===== src/rtl/blake2_pkg.sv =====
// Shared constants and types for the BLAKE2 message front end.
// Block geometry and the feeder FSM state type live here so the core and feeder agree.
package blake2_pkg;

   localparam int BLOCK_BYTES = 64;
   localparam int BLOCK_IDX_W = 6;

   typedef enum logic [2:0] {
      S_IDLE = 3'd0,
      S_LOAD = 3'd1,
      S_PAD  = 3'd2,
      S_HOLD = 3'd3,
      S_WAIT = 3'd4
   } feeder_state_e;

endpackage


===== src/rtl/blake2_msg_feeder.sv =====
// Slices a length-announced byte stream into zero-padded 64-byte blocks and
// drives the BLAKE2 core's byte-load port, pacing itself on the core's ready.
//
// state  | meaning
// S_IDLE | waiting for start_i; len_i is latched on start
// S_LOAD | forwarding message bytes while the core is ready
// S_PAD  | message exhausted, emitting 0x00 up to byte index 63
// S_HOLD | one cycle while the core consumes byte 63 and still shows ready
// S_WAIT | core compressing; resume next block or finish the message
module blake2_msg_feeder
   import blake2_pkg::*;
#(
   parameter int BB    = 128,
   parameter int LEN_W = 32
) (
   input  logic             clk,
   input  logic             reset,
   input  logic             start_i,
   input  logic [LEN_W-1:0] len_i,
   input  logic             byte_v_i,
   input  logic [7:0]       byte_i,
   output logic             byte_ready_o,
   input  logic             core_ready_i,
   output logic             data_v_o,
   output logic [5:0]       data_idx_o,
   output logic [7:0]       data_o,
   output logic             block_first_o,
   output logic             block_last_o,
   output logic [BB-1:0]    ll_o,
   output logic             msg_done_o
);

   localparam logic [LEN_W-1:0]       BLK_LEN = LEN_W'(BLOCK_BYTES);
   localparam logic [LEN_W-1:0]       ONE_LEN = LEN_W'(1);
   localparam logic [BLOCK_IDX_W-1:0] IDX_MAX = '1;

   feeder_state_e          state_q, state_d;
   logic [LEN_W-1:0]       rem_q, rem_d;
   logic [BLOCK_IDX_W-1:0] idx_q, idx_d;
   logic                   first_q, first_d;
   logic                   last_q, last_d;
   logic [BB-1:0]          ll_q, ll_d;
   logic                   data_v_q, data_v_d;
   logic [5:0]             data_idx_q, data_idx_d;
   logic [7:0]             data_q, data_d;
   logic                   done_q, done_d;

   logic load_fire;
   logic pad_fire;
   logic fire;

   assign load_fire = (state_q == S_LOAD) & byte_v_i & core_ready_i;
   assign pad_fire  = (state_q == S_PAD) & core_ready_i;
   assign fire      = load_fire | pad_fire;

   assign byte_ready_o = (state_q == S_LOAD) & core_ready_i;

   always_comb begin
      state_d    = state_q;
      rem_d      = rem_q;
      idx_d      = idx_q;
      first_d    = first_q;
      last_d     = last_q;
      ll_d       = ll_q;
      data_v_d   = 1'b0;
      data_idx_d = data_idx_q;
      data_d     = data_q;
      done_d     = 1'b0;

      if (fire) begin
         data_v_d   = 1'b1;
         data_idx_d = idx_q;
         data_d     = load_fire ? byte_i : 8'h00;
         idx_d      = idx_q + 1'b1;
      end

      case (state_q)
         S_IDLE: begin
            if (start_i) begin
               rem_d   = len_i;
               ll_d    = {{(BB-LEN_W){1'b0}}, len_i};
               first_d = 1'b1;
               last_d  = (len_i <= BLK_LEN);
               idx_d   = '0;
               state_d = (len_i != '0) ? S_LOAD : S_PAD;
            end
         end
         S_LOAD: begin
            if (load_fire) begin
               rem_d = rem_q - ONE_LEN;
               // Byte 63 wins over running out: an exact multiple needs no pad block.
               if (idx_q == IDX_MAX) begin
                  state_d = S_HOLD;
               end else if (rem_q == ONE_LEN) begin
                  state_d = S_PAD;
               end
            end
         end
         S_PAD: begin
            if (pad_fire && idx_q == IDX_MAX) begin
               state_d = S_HOLD;
            end
         end
         S_HOLD: begin
            state_d = S_WAIT;
         end
         S_WAIT: begin
            if (core_ready_i) begin
               if (last_q) begin
                  done_d  = 1'b1;
                  state_d = S_IDLE;
               end else begin
                  first_d = 1'b0;
                  last_d  = (rem_q <= BLK_LEN);
                  idx_d   = '0;
                  state_d = S_LOAD;
               end
            end
         end
         default: begin
            state_d = S_IDLE;
         end
      endcase
   end

   always_ff @(posedge clk or posedge reset) begin
      if (reset) begin
         state_q    <= S_IDLE;
         rem_q      <= '0;
         idx_q      <= '0;
         first_q    <= 1'b0;
         last_q     <= 1'b0;
         ll_q       <= '0;
         data_v_q   <= 1'b0;
         data_idx_q <= '0;
         data_q     <= '0;
         done_q     <= 1'b0;
      end else begin
         state_q    <= state_d;
         rem_q      <= rem_d;
         idx_q      <= idx_d;
         first_q    <= first_d;
         last_q     <= last_d;
         ll_q       <= ll_d;
         data_v_q   <= data_v_d;
         data_idx_q <= data_idx_d;
         data_q     <= data_d;
         done_q     <= done_d;
      end
   end

   assign data_v_o      = data_v_q;
   assign data_idx_o    = data_idx_q;
   assign data_o        = data_q;
   assign block_first_o = first_q;
   assign block_last_o  = last_q;
   assign ll_o          = ll_q;
   assign msg_done_o    = done_q;

endmodule


===== config.mk =====
export PLATFORM = sky130hd
export DESIGN_NAME = blake2_msg_feeder
export DESIGN_NICKNAME = d
export VERILOG_FILES = /design/src/rtl/blake2_pkg.sv /design/src/rtl/blake2_msg_feeder.sv
export SDC_FILE = /design/constraint.sdc
export NUM_CORES = 1
export LEC_CHECK = 0
export BUFFER_PORTS_ARGS = -buffer_cell sky130_fd_sc_hd__buf_4
export CORE_MARGIN = 2
export CORE_UTILIZATION = 25
export CTS_CLUSTER_SIZE = 30
export DETAILED_ROUTE_END_ITERATION = 8
export SYNTH_ARGS = -nofsm -noshare
export SYNTH_HDL_FRONTEND = slang
export SYNTH_SLANG_ARGS = --single-unit

===== constraint.sdc =====
create_clock -name clk -period 2.5 [get_ports clk]
set_input_delay 0.25 -clock clk [delete_from_list [all_inputs] [get_ports clk]]
set_output_delay 0.25 -clock clk [all_outputs]
set_load 0.03 [all_outputs]

# Yosys cells after proc, flatten, opt, wreduce, memory -nomap -nowiden
# Cells that the tools add are included.
[totals]
regBits = 91
in_bits = 45
[op_classes]
reduce_logical = 10
muxes = 30
order_cmp = 2
n_bitwise = 5
addsub = 2
eq_ne = 12
[ops]
columns = ["op", "n"]
rows = [
  ["32-bit by 7-bit <= comparator with 1-bit output, second input constant", 2],
  ["32-bit two-way mux", 2],
  ["32-bit case mux with 2 select lines", 1],
  ["32-bit by 1-bit == test with 1-bit output, second input constant", 1],
  ["32-bit nonzero test", 1],
  ["32-bit by 1-bit subtractor with 32-bit output, second input constant", 1],
  ["6-bit two-way mux", 4],
  ["3-bit two-way mux", 6],
  ["3-bit case mux with 5 select lines", 1],
  ["6-bit case mux with 2 select lines", 1],
  ["1-bit two-way mux", 11],
  ["8-bit two-way mux", 1],
  ["2-bit != test, second input constant", 4],
  ["6-bit by 1-bit adder with 6-bit output, second input constant", 1],
  ["3-bit by 2-bit == test with 1-bit output, second input constant", 2],
  ["6-bit == test, second input constant", 1],
  ["3-bit AND reduction", 2],
  ["5-bit AND reduction", 1],
  ["1-bit bitwise AND", 4],
  ["1-bit case mux with 2 select lines", 2],
  ["4-bit AND reduction", 1],
  ["2-bit nonzero test", 2],
  ["3-bit by 1-bit == test with 1-bit output, second input constant", 1],
  ["3-bit == test, second input constant", 1],
  ["7 further kinds", 7],
]

# Logic depth before layout (Yosys ltp)
[logic_depth]
word_depth = 8
ltp_mapped = 8
ltp_nobuf = 7

# Worst setup path after synthesis
# OpenSTA, ideal clock, no wires.
[synth_timing]
kind = "reg-to-reg"
from = "reg rem_q[26]"
to = "reg state_q[1]"
synth_period_minus_slack_ps = 2193
required_ps = 2433
path_slack_ps = 307
stages_incl_launch_ff = 6
setup_ps = 67
arrival_time_ps = 2125
cell_sequence = "dfrtp_1 or4_4 or3_1 or4_4 a21oi_2 o221a_1"
[synth_via]
elab_chain_len = 3
[synth_lines]
columns = ["element", "line_no", "rtl"]
rows = [
  ["start, declared", "blake2_msg_feeder.sv:38", "logic [LEN_W-1:0] rem_q, rem_d;"],
  ["start signal, assigned", "blake2_msg_feeder.sv:140", "rem_q <= rem_d;"],
  ["32-bit by 1-bit == test with 1-bit output", "blake2_msg_feeder.sv:94", "end else if (rem_q == ONE_LEN) begin"],
  ["3-bit by 1-bit != test with 1-bit output (no line)", "-", ""],
  ["5-bit AND reduction (no line)", "-", ""],
  ["end signal, assigned", "blake2_msg_feeder.sv:139", "state_q <= state_d;"],
  ["end, declared", "blake2_msg_feeder.sv:37", "feeder_state_e state_q, state_d;"],
]
# No other way between the ends.
# A chain may end at the register's enable or synchronous reset.

# Worst setup path in the final report
# Ends and elaborated chain as after synthesis.

==> impl_results.md <==
- Post-Place Setup Slack: 206 ps
- RePlAce Congestion: 0.878
- Worst flop-to-flop path startpoint: rem_q[26]
- Sequential-to-total area share from yosys stat: 43.1%
- Post-CTS Resized: 0
- Average wire per standard cell: 14.7 um
- Synth Area in Adders: 0.710%
- Area of the multi-input gates: 2510 um2
- Slew HR: 51.5%
- WL final: 14700 um
- Root buffer cell: clkbuf_16
- Initial antenna violation count: 0
- Routed vias/inst: 4.57
- VDD IR max: 0.570 mV
- Yosys warns: 0
- Hold slack final: 5.05 ps
- DRC Markers: 0
- CTS Buf Count: 9
- Final WS setup: 169 ps
- #FFs+latches synth: 91
- Crit start category: flip-flop
- Post-DRT Antenna Nets: 0
- Fillers: 2257
- Hold-fix buffers, CTS: 0
- 1st-pass router iterations: 5
- IO Port Bufs: 95
- Die height: 149 um
- Initial DRC count: 263
- Max Freq: 429 MHz
- CP Class: flip-flop to flip-flop
- Initial Util: 25.3%
- Finished Cell Area: 6380 um2
- Die area: 22300 um2
- Setup TNS: 0 ps
- DR vias: 4587
- Die width: 149 um
- Ports: 192
- Most common cell after layout, fill and taps aside: nand2_1
- H-tree levels: 3
- Placed Area: 6080 um2
- Core ar.: 20900 um2
- Cell count after synthesis: 624
- Clk_lat worst skew: 370 ps
- Total GRT Usage: 13.4%
- Worst-path clk slew: 70 ps
- Inserted Diodes: 0
- Pwr/cell area: 1280 nW/um2
- Synth Area in Simple Gates: 23.8%
- CTS tree: yes
- Crit-path max FO: 6
- Period utilisation layout: 93.3%
- Layout cell share with drive strength beyond 1: 20.5%
- CTS sink count: 91
- Synthesized area per cell: 8.47 um2
- Multiplexer area fraction after synthesis: 0%
- Max cap viols: 0
- Post-synth ARST share: 100%
- Final Hold Fails: 0
- Slew @ Worst Pin: 727 ps
- Setup Fix Bufs, Post-CTS: 0
- Setup Viol. Count Final: 0
- Synth Flop Type: dfrtp_1
- Global route overflow: 0
- Post-synthesis xor/xnor area fraction: 0.663%
- Fin nets: 771
- Slew Limit Fails: 0
- RSZ-0062 raised after global routing: no
- Vias in the first global route: 4187
- Cell Area, Synth: 5280 um2
- Clk_skew: 14.8 ps
- Worst path arrival time: 2620 ps
- Complex-gate fraction of the synthesized area: 15.4%
- Worst Path Required: 2790 ps
- Final critical-path required period: 2330 ps
- Outcome: finished, final reports clean
- Unique masters post-synth: 59
- Pleak: 3.03 nW
- CTS max path bufs: 2
- FP Rows: 53
- Leading cell types in the layout, fill and taps excluded: nand2_1 (150), buf_4 (117), conb_1 (96)
- Crit end category: flip-flop
- Largest net degree at the start of global routing: 36
- EDFF count, synth: 0
- First-pass GRT wire length: 23200 um
- Synth-to-layout area growth: 20.7%
- Register area: 2280 um2
- Main combinational cell family by area after synthesis: simple AND/OR/NAND/NOR gates
- Min-Delay Path Class: input pin to async pin
- DP Wirelength: 10900 um
- Crit path from: rem_q[26]
[layer usage]
layer / wire [um] / vias to the layer above / GRT usage, %
met3: 942 / 19 / 3.00
met4: 268 / 0 / 4.57
met2: 6910 / 187 / 21.2
met1: 6570 / 2196 / 18.1
met5: 0 / - / 0
li1: - / 2185 / -
[cell families (layout without fill, tap and decap cells)]
kind of cell               after synthesis  after routing
other                                    1             96
DFF                                     91             91
xor gates and xnor gates                 4              4
buffers and inverters                  133            142
and+or+nand+nor                        267            267
adders and majority gates                3              3
AOI/OAI and AO/OA                      125            125
[through the flow]
stage | std cells | utilization, % | total power (W)
CTS | 1003 | 30.5 | 0.00820
floorplan | 719 | - | 0.00548
global route | 1003 | 30.5 | 0.00877
detailed placement | 987 | 29.1 | 0.00679
finish | 1003 | 30.5 | 0.00815
global placement | 987 | 29.1 | 0.00673
[final cells by class]
cell class,count,area share (%)
inverters,7,0.471
clock inverters,6,0.863
multi-input cells,495,39.4
well taps,275,5.39
flip-flops and latches,91,35.7
repair buffers,119,14.4
clock buffers,10,3.75
[flip-flops by register name, summed over array words and instances (netlist names), 3 cells and up]
signal,flops
ll_o,32
rem_q,32
data_o,8
data_idx_o,6
idx_q,6
state_q,3
[Yosys cell counts (3+ instances only)]
cell	count	area share, %
nand2_1	150	11
buf_4	96	14
dfrtp_1	91	43
a21oi_1	34	3.2
clkbuf_1	30	2.1
nor2_1	28	2.0
o21ai_0	28	2.7
nor3_1	17	1.6
nand3_1	14	1.3
a22o_1	11	1.8
nand4_1	10	1.2
nor4_1	9	1.1
a22oi_1	8	1.1
inv_1	7	0.50
o22ai_1	6	0.71
a31oi_1	5	0.59
and2_1	5	0.59
o211ai_1	5	0.71
or3_1	5	0.59
nand2b_1	4	0.47
nand3b_1	4	0.57
and4_1	3	0.50
ha_1	3	0.71
nor3b_1	3	0.43
o2bb2ai_1	3	0.50
xor2_1	3	0.50
[report_power, final]
group          internal, W  switching, W
registers          0.00212      0.000590
clock network     0.000721      0.000661
logic              0.00149       0.00257
[critical path, cell delays in order (launching register included)]
cell,delay (ps)
dfrtp_1,420
or4_4,590
or3_1,350
or4_4,530
a21oi_2,170
o221a_1,200
[worst paths after layout]
| path | to | slack [ps] | depth (start not counted) |
|---|---|---|---|
| min | msg_done_o | 5 | 2 |
| max | state_q[1] | 170 | 5 |
| min in group clk | ll_o[1] | 100 | 3 |
| max reg2reg | state_q[1] | 170 | 5 |
| max in group asynchronous | rem_q[23] | 1870 | 3 |
| min reg2reg | data_idx_o[2] | 480 | 2 |
Power figures use the tool's default switching activity.
